==> src/rtl/int_ctrl.sv <==
// -----------------------------------------------------------------------------
// int_ctrl -- small vectored interrupt controller for a port-mapped CPU.
//
// Collects rising edges on up to eight IRQ lines into a PENDING register,
// gates them with a software-written MASK register, and presents the
// lowest-index pending & enabled source to the ControlUnit as a single
// registered request with a 3-bit source index. One interrupt is in service
// at a time; a new request is only raised after INT_DONE.
//
// Optional build macro:
//   INTC_SYNC_EN  - when defined, each IRQ line passes a 2-flop synchronizer
//                   before edge detection (adds 2 cycles of latency). When
//                   undefined, IRQ must already be synchronous to clk.
//
// Ports:
//   clk        in   system clock, all state changes on the rising edge
//   rst_n      in   asynchronous active-low reset
//   irq        in   [N_SRC] raw interrupt request lines, rising-edge sensitive
//   port_id    in   [8] CPU I/O port address
//   out_port   in   [8] CPU I/O write data
//   io_strb    in   CPU I/O write strobe, one cycle per OUT
//   int_ack    in   pulse from ControlUnit when it takes the interrupt
//   int_done   in   pulse from ControlUnit on RETIE/RETID
//   interrupt  out  registered interrupt request
//   int_id     out  [3] index of the source being requested or serviced
//   in_data    out  [8] read data for CPU IN (combinational)
//   rd_hit     out  high when port_id addresses MASK_PORT or STAT_PORT
// -----------------------------------------------------------------------------
module int_ctrl #(
  parameter int         N_SRC     = 8,
  parameter logic [7:0] MASK_PORT = 8'hF0,
  parameter logic [7:0] STAT_PORT = 8'hF1
) (
  input  logic             clk,
  input  logic             rst_n,
  input  logic [N_SRC-1:0] irq,
  input  logic [7:0]       port_id,
  input  logic [7:0]       out_port,
  input  logic             io_strb,
  input  logic             int_ack,
  input  logic             int_done,
  output logic             interrupt,
  output logic [2:0]       int_id,
  output logic [7:0]       in_data,
  output logic             rd_hit
);

  // REQ is encoded with only bit 0 set so the request output is a direct
  // decode of a single state flop and cannot glitch.
  typedef enum logic [1:0] {
    IDLE    = 2'b00,
    REQ     = 2'b01,
    SERVICE = 2'b10
  } state_t;

  state_t state, state_next;

  logic [N_SRC-1:0] irq_s;
  logic [N_SRC-1:0] irq_prev;
  logic [N_SRC-1:0] irq_edge;
  logic [N_SRC-1:0] pending;
  logic [N_SRC-1:0] mask;
  logic [N_SRC-1:0] active;
  logic [N_SRC-1:0] w1c_clr;
  logic [N_SRC-1:0] ack_clr;
  logic [7:0]       active_ext;
  logic [7:0]       ack_clr_ext;
  logic [7:0]       mask_ext;
  logic [7:0]       pending_ext;
  logic [2:0]       win_idx;
  logic             mask_hit;
  logic             stat_hit;
  logic             mask_wr;
  logic             stat_wr;
  logic             ack_take;
  logic             any_active;

  // Input conditioning: optionally resynchronise the IRQ lines before they
  // reach the edge detector.
`ifdef INTC_SYNC_EN
  logic [N_SRC-1:0] irq_meta;
  logic [N_SRC-1:0] irq_sync;

  always_ff @(posedge clk or negedge rst_n) begin
    if (!rst_n) begin
      irq_meta <= '0;
      irq_sync <= '0;
    end else begin
      irq_meta <= irq;
      irq_sync <= irq_meta;
    end
  end

  assign irq_s = irq_sync;
`else
  assign irq_s = irq;
`endif

  // History register for edge detection. Cleared on reset so that a line
  // already high at reset release is seen as a fresh edge on the first clock.
  always_ff @(posedge clk or negedge rst_n) begin
    if (!rst_n) begin
      irq_prev <= '0;
    end else begin
      irq_prev <= irq_s;
    end
  end

  assign irq_edge = irq_s & ~irq_prev;

  // I/O decode shared by the read mux and the register write enables.
  assign mask_hit = (port_id == MASK_PORT);
  assign stat_hit = (port_id == STAT_PORT);
  assign mask_wr  = io_strb & mask_hit;
  assign stat_wr  = io_strb & stat_hit;
  assign rd_hit   = mask_hit | stat_hit;

  assign active     = pending & mask;
  assign any_active = |active;
  assign ack_take   = (state == REQ) & int_ack;
  assign w1c_clr    = stat_wr ? out_port[N_SRC-1:0] : '0;

  // Zero-extended 8-bit views so a 3-bit index is always in range, whatever
  // N_SRC is; bits at or above N_SRC stay 0.
  always_comb begin
    active_ext              = '0;
    active_ext[N_SRC-1:0]   = active;
    mask_ext                = '0;
    mask_ext[N_SRC-1:0]     = mask;
    pending_ext             = '0;
    pending_ext[N_SRC-1:0]  = pending;
    ack_clr_ext             = '0;
    if (ack_take) begin
      ack_clr_ext[int_id] = 1'b1;
    end
    ack_clr = ack_clr_ext[N_SRC-1:0];
  end

  // Fixed priority: scanning from the top down leaves the lowest set index.
  always_comb begin
    win_idx = '0;
    for (int i = N_SRC - 1; i >= 0; i--) begin
      if (active[i]) begin
        win_idx = 3'(i);
      end
    end
  end

  // PENDING and MASK registers. A new edge is OR-ed in after the clears so
  // that a simultaneous set and clear on the same bit leaves it set.
  always_ff @(posedge clk or negedge rst_n) begin
    if (!rst_n) begin
      pending <= '0;
      mask    <= '0;
    end else begin
      pending <= (pending & ~w1c_clr & ~ack_clr) | irq_edge;
      if (mask_wr) begin
        mask <= out_port[N_SRC-1:0];
      end
    end
  end

  // FSM state register.
  always_ff @(posedge clk or negedge rst_n) begin
    if (!rst_n) begin
      state <= IDLE;
    end else begin
      state <= state_next;
    end
  end

  // FSM next-state logic. In REQ an acknowledge takes precedence over the
  // latched source having disappeared in the same cycle.
  always_comb begin
    state_next = state;
    case (state)
      IDLE: begin
        if (any_active) begin
          state_next = REQ;
        end
      end
      REQ: begin
        if (int_ack) begin
          state_next = SERVICE;
        end else if (!active_ext[int_id]) begin
          state_next = IDLE;
        end
      end
      SERVICE: begin
        if (int_done) begin
          state_next = IDLE;
        end
      end
      default: state_next = IDLE;
    endcase
  end

  // Source index is captured only when a request is launched, so a later
  // higher-priority edge cannot change it while in REQ or SERVICE.
  always_ff @(posedge clk or negedge rst_n) begin
    if (!rst_n) begin
      int_id <= '0;
    end else if ((state == IDLE) && any_active) begin
      int_id <= win_idx;
    end
  end

  // FSM output logic.
  always_comb begin
    interrupt = (state == REQ);
  end

  // CPU read mux.
  always_comb begin
    in_data = 8'h00;
    if (mask_hit) begin
      in_data = mask_ext;
    end else if (stat_hit) begin
      in_data = pending_ext;
    end
  end

endmodule

==> config.mk <==
export PLATFORM = sky130hd
export DESIGN_NAME = int_ctrl
export DESIGN_NICKNAME = d
export VERILOG_FILES = /design/src/rtl/int_ctrl.sv
export SDC_FILE = /design/constraint.sdc
export NUM_CORES = 1
export LEC_CHECK = 0
export BUFFER_PORTS_ARGS = -buffer_cell sky130_fd_sc_hd__buf_2
export CAP_MARGIN = 20
export CORE_ASPECT_RATIO = 1.4
export CORE_MARGIN = 2
export CORE_UTILIZATION = 55
export DETAILED_ROUTE_END_ITERATION = 8
export PLACE_DENSITY = 0.84
export SYNTH_ARGS = -nofsm -noshare
export SYNTH_HDL_FRONTEND = slang
export SYNTH_SLANG_ARGS = --single-unit
==> constraint.sdc <==
create_clock -name clk -period 2.6 [get_ports clk]
set_clock_uncertainty 0.2 [all_clocks]
set_input_delay 0.26 -clock clk [delete_from_list [all_inputs] [get_ports clk]]
set_output_delay 0.26 -clock clk [all_outputs]
set_load 0.01 [all_outputs]
==> impl_results.md, run 1 <==
- Status: complete, no violations
- Most frequent cells in the layout: buf_2, dfrtp_1, dlygate4sd3_1
- GRT overflow: 0
- Root buf cell: clkbuf_4
- Vias in the first global route: 1394
- Initial core utilization: 0.578
- Antenna violations before repair: 0
- Endpoints failing hold: 0
- Setup Buffers After CTS: 0
- CP delay by family, top: simple AND/OR/NAND/NOR gates
- Syn avg cell area: 10.3 sq um
- Crit path cell chain: buf_2, or2_4, or3_2, nor2_1, buf_2
- Syn nets: approximately 180
- Die area: 0.00319 sq mm
- Final period utilization: 0.752
- DRC: 0
- Synth unique cells: 31
- Post-DP Area: 0.00174 sq mm
- Worst min path class: in -> reg
- Synth Register Bits: 29
- Commonest non-fill, non-tap cell in the layout: buf_2
- Reg2Reg Capture Point: pending[0]
- Drt initial violations: 38
- Setup TNS: 0 ns
- TritonCTS Buffers: 5
- Detail Route Antenna Nets: 0
- Core ar.: between 0.002 and 0.003 sq mm
- # hold bufs at CTS: 17
- Final setup viols: 0
- R2R Setup Slk: 0.92 ns
- CP peak stage delay: between 0.5 and 0.6 ns
- Hold Path End: state[1]
- # diodes: 0
- Syn Inst Count: 146
- Cell Area, Synth: 0.00151 sq mm
- RSZ-0062 raised after global routing: no
- Sink Count: 29
- Pin count of the biggest net entering global routing: 30
- CP startpoint kind: primary input
- Hold depth: 2
- Slowest cell on the critical path: or3_2
- Pleak: between 0.9 and 1 nW
- Fin crit period: 1.96 ns
- Post-route cell area: 0.00196 sq mm
- Worst r2r path cells: 4
- Worst-Skew Late Latency: 0.32 ns
- Crit-path max FO: 9
- Cell mode on critical path: buf_2
- Clock Pin Slew Worst Setup and Hold Paths: about 0.090 ns
- Max Transition Viols Final: 0
- TritonRoute pass-1 iters: 4
- Die height: about 66 um
- Worst path bufs/invs: 2
- Hpwl dp: 2580 um
- Rel. slew slack: 0.573
- Num rows: 22
- Total number of yosys warnings: 0
- Port buffer count: 41
- CTS tree: done
- Die width: 48.3 um
- H-tree depth: 2
- First-pass GRT wire length: between 5000 and 6000 um
- R2R Path Start: state[1]
- Clock buffer depth: 2
- P per Cell Area: roughly 620 mW/mm^2
- Sequential cell area fraction in the yosys report: 0.481
- Avg WL per Cell: ~15 um
- Worst endpoint data arrival time: 1.50 ns
- Setup CP Type: in -> out
- Max-cap violations: 0
- Worst Max-Slew Pin Slew: 0.641 ns
- Hold path start: int_ack
- Num ports: 42
- Final WL: 3680 um
- Gr usage total: 0.264
- Post_cts resized: 0
- Layout cells sized above 1: 0.324
- Peak VDD IR: 0.000411 V
- Synthesis-to-finish area growth: 29.6%
- Vias: 1334
- CP endpoint kind: output pin
- Via/cell ratio: 5.49
- FMAX: 511 MHz
- WP data required: 2.14 ns
- Number of nets in the layout: 235
- Routability congestion estimate: 0.869
-- layer usage --
layer | track usage | wire length [um] | vias to the layer above
li1 | - | - | 642
met1 | 0.314 | 1470 | 648
met2 | 0.456 | 2000 | 38
met3 | 0.0574 | 158 | 6
met4 | 0.0709 | 48 | 0
met5 | 0 | 0 | -
-- power by group --
part	switching, W	leakage (nW)	total (W)	internal, W
combinational	0.000184	0.634	0.000351	0.000167
sequential	0.0000944	0.339	0.000614	0.000519
clock	0.000144	0.0265	0.000251	0.000108
-- final cells by class --
type	instances	area, sq um
timing repair buffer	59	383
tap	36	45.0
fill	209	658
multi-input combinational	99	709
sequential	29	726
clock buffer	8	48.8
inverter	12	45.0
-- metrics by stage --
stage | power [W] | setup WS [ns] | util | hold WS (ns) | instances
after global placement | 0.000937 | 0.668 | 0.665 | 0.102 | 218
after CTS | 0.00122 | 0.644 | 0.748 | 0.0169 | 243
after detailed placement | 0.000949 | 0.645 | 0.665 | 0.124 | 218
final | 0.00122 | 0.644 | 0.748 | 0.0202 | 243
after global routing | 0.00130 | 0.576 | 0.748 | 0.0353 | 243
after floorplan | 0.000826 | 0.818 | - | -0.236 | 146
-- flip-flops by register name, summed over array words and instances (netlist names) --
register / cells
mask: 8
irq_prev: 8
state: 2
pending: 8
int_id: 3
-- worst reg2reg max path: stages, from the launching register on --
cell,delay [ns]
dfrtp_1,0.41
nor2b_1,0.28
nand3b_1,0.23
o31ai_1,0.30
o22ai_1,0.13
-- synthesized netlist by cell type (all sizes together) --
| library cell | count | area share |
|---|---|---|
| buf | 2 | 0.0099 |
| a21oi | 5 | 0.017 |
| and2 | 2 | 0.0083 |
| a222oi | 1 | 0.0066 |
| and3 | 8 | 0.040 |
| a22o | 2 | 0.012 |
| o2111ai | 1 | 0.0058 |
| nand3b | 5 | 0.025 |
| mux2 | 8 | 0.080 |
| a22oi | 3 | 0.015 |
| o22ai | 8 | 0.033 |
| nor2 | 10 | 0.025 |
| a31oi | 1 | 0.0041 |
| nor2b | 1 | 0.0041 |
| o31ai | 2 | 0.0099 |
| mux2i | 9 | 0.060 |
| or2 | 1 | 0.0058 |
| o211ai | 2 | 0.0099 |
| nand4b | 1 | 0.0058 |
| inv | 12 | 0.030 |
| or3 | 2 | 0.0091 |
| o21ai | 9 | 0.030 |
| clkbuf | 4 | 0.0099 |
| nor4 | 1 | 0.014 |
| nand2 | 10 | 0.025 |
| nand3 | 5 | 0.017 |
| dfrtp | 29 | 0.48 |
| nand2b | 2 | 0.0099 |
-- how the worst max path moves through the flow --
stage,startpoint,end,slack (ns),cells past startpoint
floorplan,port_id[3],in_data[0],0.82,4
global placement,port_id[3],in_data[2],0.67,5
detailed placement,port_id[3],in_data[2],0.64,5
CTS,port_id[3],in_data[2],0.64,5
global route,port_id[3],in_data[2],0.58,5
finish,port_id[3],in_data[2],0.64,5
-- cells by family after synthesis --
group           after synthesis  synth area share
compound gates               34             0.142
flops                        29             0.481
buf+inv                      18            0.0497
mux                          17             0.139
simple gates                 48             0.188
No activity file was read; power rests on OpenSTA's default activity.
==> run 2: changes to the inputs <==
- ABC_AREA: default -> 1
- CORE_UTILIZATION: 55 -> 52
- PLACE_DENSITY: 0.84 -> 0.8
- clock period: 2.6 -> 1.9 ns (I/O delays scaled with it)
==> run 2 against run 1 <==
Against the previous run: sequential power up 35%; non-clock buffer count up 2; worst hold slack improved by 0.074 ns; global-route usage down 1.5 points; sequential cell count unchanged; die area up 12%; sequential share of layout area decreased by 2.5 points; first-iteration DRC count decreased by 42%; largest cell class is now multi-input combinational cells.
==> impl_results.md, run 2 <==
- Setup TNS: 0 ns (unchanged)
- Flop pwr share: 0.457 (was 0.505)
- Syn Inst Count: 217 (was 146)
- Setup Buffers After CTS: 0 (unchanged)
- Largest regs: irq_prev x8, mask x8, pending x8 (unchanged)
- Syn nets: 246 (was 175)
- Clock Pin Slew Worst Setup and Hold Paths: 0.05 ns (was 0.09 ns)
- DRC: 0 (unchanged)
- Synthesis-to-finish area growth: 30.0% (was 29.6%)
- WP data required: 1.51 ns (was 2.14 ns)
- Internal power: 0.00116 W (was 0.000794 W)
- Post-route cell area: 0.00210 sq mm (was 0.00196 sq mm)
- Combinational cell fraction of total power: 0.278 (was 0.289)
- Most common cell in the synthesized netlist: nand2_1 (was dfrtp_1)
- CP startpoint kind: primary input (unchanged)
- RSZ-0062 raised after global routing: no (unchanged)
- Pin count of the biggest net entering global routing: 30 (unchanged)
- Sink Count: 29 (unchanged)
- Number of flops mapped to enable cells by yosys: 0 (unchanged)
- Root buf cell: clkbuf_8 (was clkbuf_4)
- Crit-path max FO: 18 (was 9)
- Worst r2r path cells: 6 (was 4)
- Vias in the first global route: 1548 (was 1394)
- Die height: 69.9 um (was 66 um)
- # diodes: 0 (unchanged)
- R2R Path Start: state[1] (unchanged)
- FMAX: 621 MHz
- Post-DP Area: 0.00184 sq mm (was 0.00174 sq mm)
- Switching Fraction: 0.357 (was 0.347)
- Drt initial violations: 22 (was 38)
- Rel. slew slack: 0.573 (about the same)
- Hpwl dp: 2780 um (was 2580 um)
- TritonCTS Buffers: 5 (unchanged)
- Top_reg_cell synth: dfrtp_1 (unchanged)
- Die area: 0.00357 sq mm (was 0.00319 sq mm)
- Antenna violations before repair: 0 (unchanged)
- Synth top area share: 0.450 (was 0.481)
- Syn avg cell area: 7.44 sq um (was 10.3 sq um)
- Initial core utilization: 0.555 (was 0.578)
- Peak VDD IR: 0.000790 V (was 0.000411 V)
- Setup CP Type: in -> out (unchanged)
- Post_cts resized: 0 (unchanged)
- Worst-Skew Late Latency: 0.28 ns (was 0.32 ns)
- Pleak: 1.20 nW (was 0.999 nW)
- CP endpoint kind: output pin (unchanged)
- Final WL: 3900 um (was 3680 um)
- Fillers: 258 (was 209)
- Commonest cells in the netlist: nand2_1, inv_1, dfrtp_1 (was dfrtp_1, inv_1, nand2_1, nor2_1)
- # hold bufs at CTS: 18 (was 17)
- Num ports: 42 (unchanged)
- Sequential cell area fraction in the yosys report: 0.450 (was 0.481)
- First-pass GRT wire length: 6650 um (was 5960 um)
- Sw power: 0.000645 W (was 0.000422 W)
- Max Transition Viols Final: 0 (unchanged)
- Worst Max-Slew Pin Slew: 0.641 ns (about the same)
- Asr flop ratio synth: 1.00 (unchanged)
- Most frequent cells in the layout: nand2_1, buf_2, inv_1 (was buf_2, dfrtp_1, dlygate4sd3_1)
- Core ar.: 0.00291 sq mm (was 0.00262 sq mm)
- Layout cells sized above 1: 0.196 (was 0.324)
- TritonRoute pass-1 iters: 4 (unchanged)
- CTS tree: done (unchanged)
- Synth area leaders: dfrtp_1, nand2_1, inv_1 (was dfrtp_1, mux2_4, mux2i_1)
- Gr usage total: 0.249 (was 0.264)
- Number of nets in the layout: 309 (was 235)
- Via/cell ratio: 5.06 (was 5.49)
- Clk pwr share: 0.266 (was 0.207)
- P per Cell Area: 862 mW/mm^2 (was 622 mW/mm^2)
- Die width: 51.1 um (was 48.3 um)
- Fin crit period: 1.61 ns
- Worst min path class: in -> reg (unchanged)
- Endpoints failing hold: 0 (unchanged)
- H-tree depth: 2 (unchanged)
- Crit path launch: port_id[0] (was port_id[3])
- Detail Route Antenna Nets: 0 (unchanged)
- Num rows: 23 (was 22)
- Cell Area, Synth: 0.00161 sq mm (was 0.00151 sq mm)
- Status: complete, no violations (unchanged)
- Synth Register Bits: 29 (unchanged)
- Synth unique cells: 22 (was 31)
- Commonest non-fill, non-tap cell in the layout: nand2_1 (was buf_2)
- Port buffer count: 41 (unchanged)
- Max-cap violations: 0 (unchanged)
- Vias: 1610 (was 1334)
- Clock buffer depth: 2 (unchanged)
- Avg WL per Cell: 12.3 um (was 15.1 um)
- Total number of yosys warnings: 0 (unchanged)
- Hold path start: io_strb (was int_ack)
- Routability congestion estimate: 0.873 (was 0.869)
- Final setup viols: 0 (unchanged)
- GRT overflow: 0 (unchanged)
- Post-synth top area cell: dfrtp_1 (unchanged)
- Worst endpoint data arrival time: 1.22 ns (was 1.50 ns)
- Hold depth: 3 (was 2)
- Final period utilization: 0.848
==> run 2: cell types whose count changed in the layout (fill, tap and decap cells not counted), sizes merged, moves of 9 or more <==
cell	delta
nand2	+70
inv	+18
nand4	+15
nor2	+13
mux2i	-9
==> run 2: area by class of cell <==
class | instances | area (sq um) | area share
Clock buffer | 8 | 80.1 | 0.0382
Multi-Input combinational cell | 153 | 733 | 0.349
Sequential cell | 29 | 726 | 0.346
Tap cell | 37 | 46.3 | 0.0221
Inverter | 30 | 113 | 0.0537
Timing Repair Buffer | 61 | 400 | 0.191
==> run 2: worst max-delay path, stage by stage <==
cell	delay [ns]
buf_2	0.13
nor4_4	0.27
buf_4	0.27
nand3_1	0.09
o21ai_0	0.10
buf_2	0.17
==> run 2: through the flow <==
stage | std cells | hold WS, ns | util | setup WS [ns] | power (W)
after CTS | 318 | 0.0824 | 0.722 | 0.308 | 0.00182
final | 318 | 0.0937 | 0.722 | 0.289 | 0.00181
after floorplan | 217 | -0.306 | - | 0.490 | 0.00115
after detailed placement | 292 | 0.0581 | 0.632 | 0.309 | 0.00131
after global routing | 318 | 0.114 | 0.722 | 0.166 | 0.00193
after global placement | 292 | 0.0518 | 0.632 | 0.317 | 0.00129
==> run 2: final timing paths <==
path / to / slack, ns
min: mask[5] / 0.09
min in group asynchronous: state[1] / 0.27
min reg2reg: pending[1] / 0.28
max: in_data[5] / 0.29
max reg2reg: pending[2] / 0.32
max in group asynchronous: pending[0] / 0.81
==> run 2: power groups by stage <==
stage                     combinational, W  sequential (W)  clock [W]
after global routing              0.000576        0.000842   0.000516
final                             0.000502        0.000826   0.000480
after detailed placement          0.000476        0.000839          0
after global placement            0.000463        0.000829          0
after floorplan                   0.000359        0.000791          0
after CTS                         0.000506        0.000827   0.000491
==> run 2: per-layer routing <==
metal	routed length [um]	share of wire	track usage	vias up
li1	-	-	-	818
met1	1590	0.41	0.279	746
met2	2060	0.53	0.444	39
met3	165	0.042	0.0449	7
met4	78	0.020	0.108	0
met5	0	0	0	-
==> run 2: kinds of logic after synthesis <==
group	synth area share
simple gates	0.408
buf+inv	0.0961
flops	0.450
compound gates	0.0465
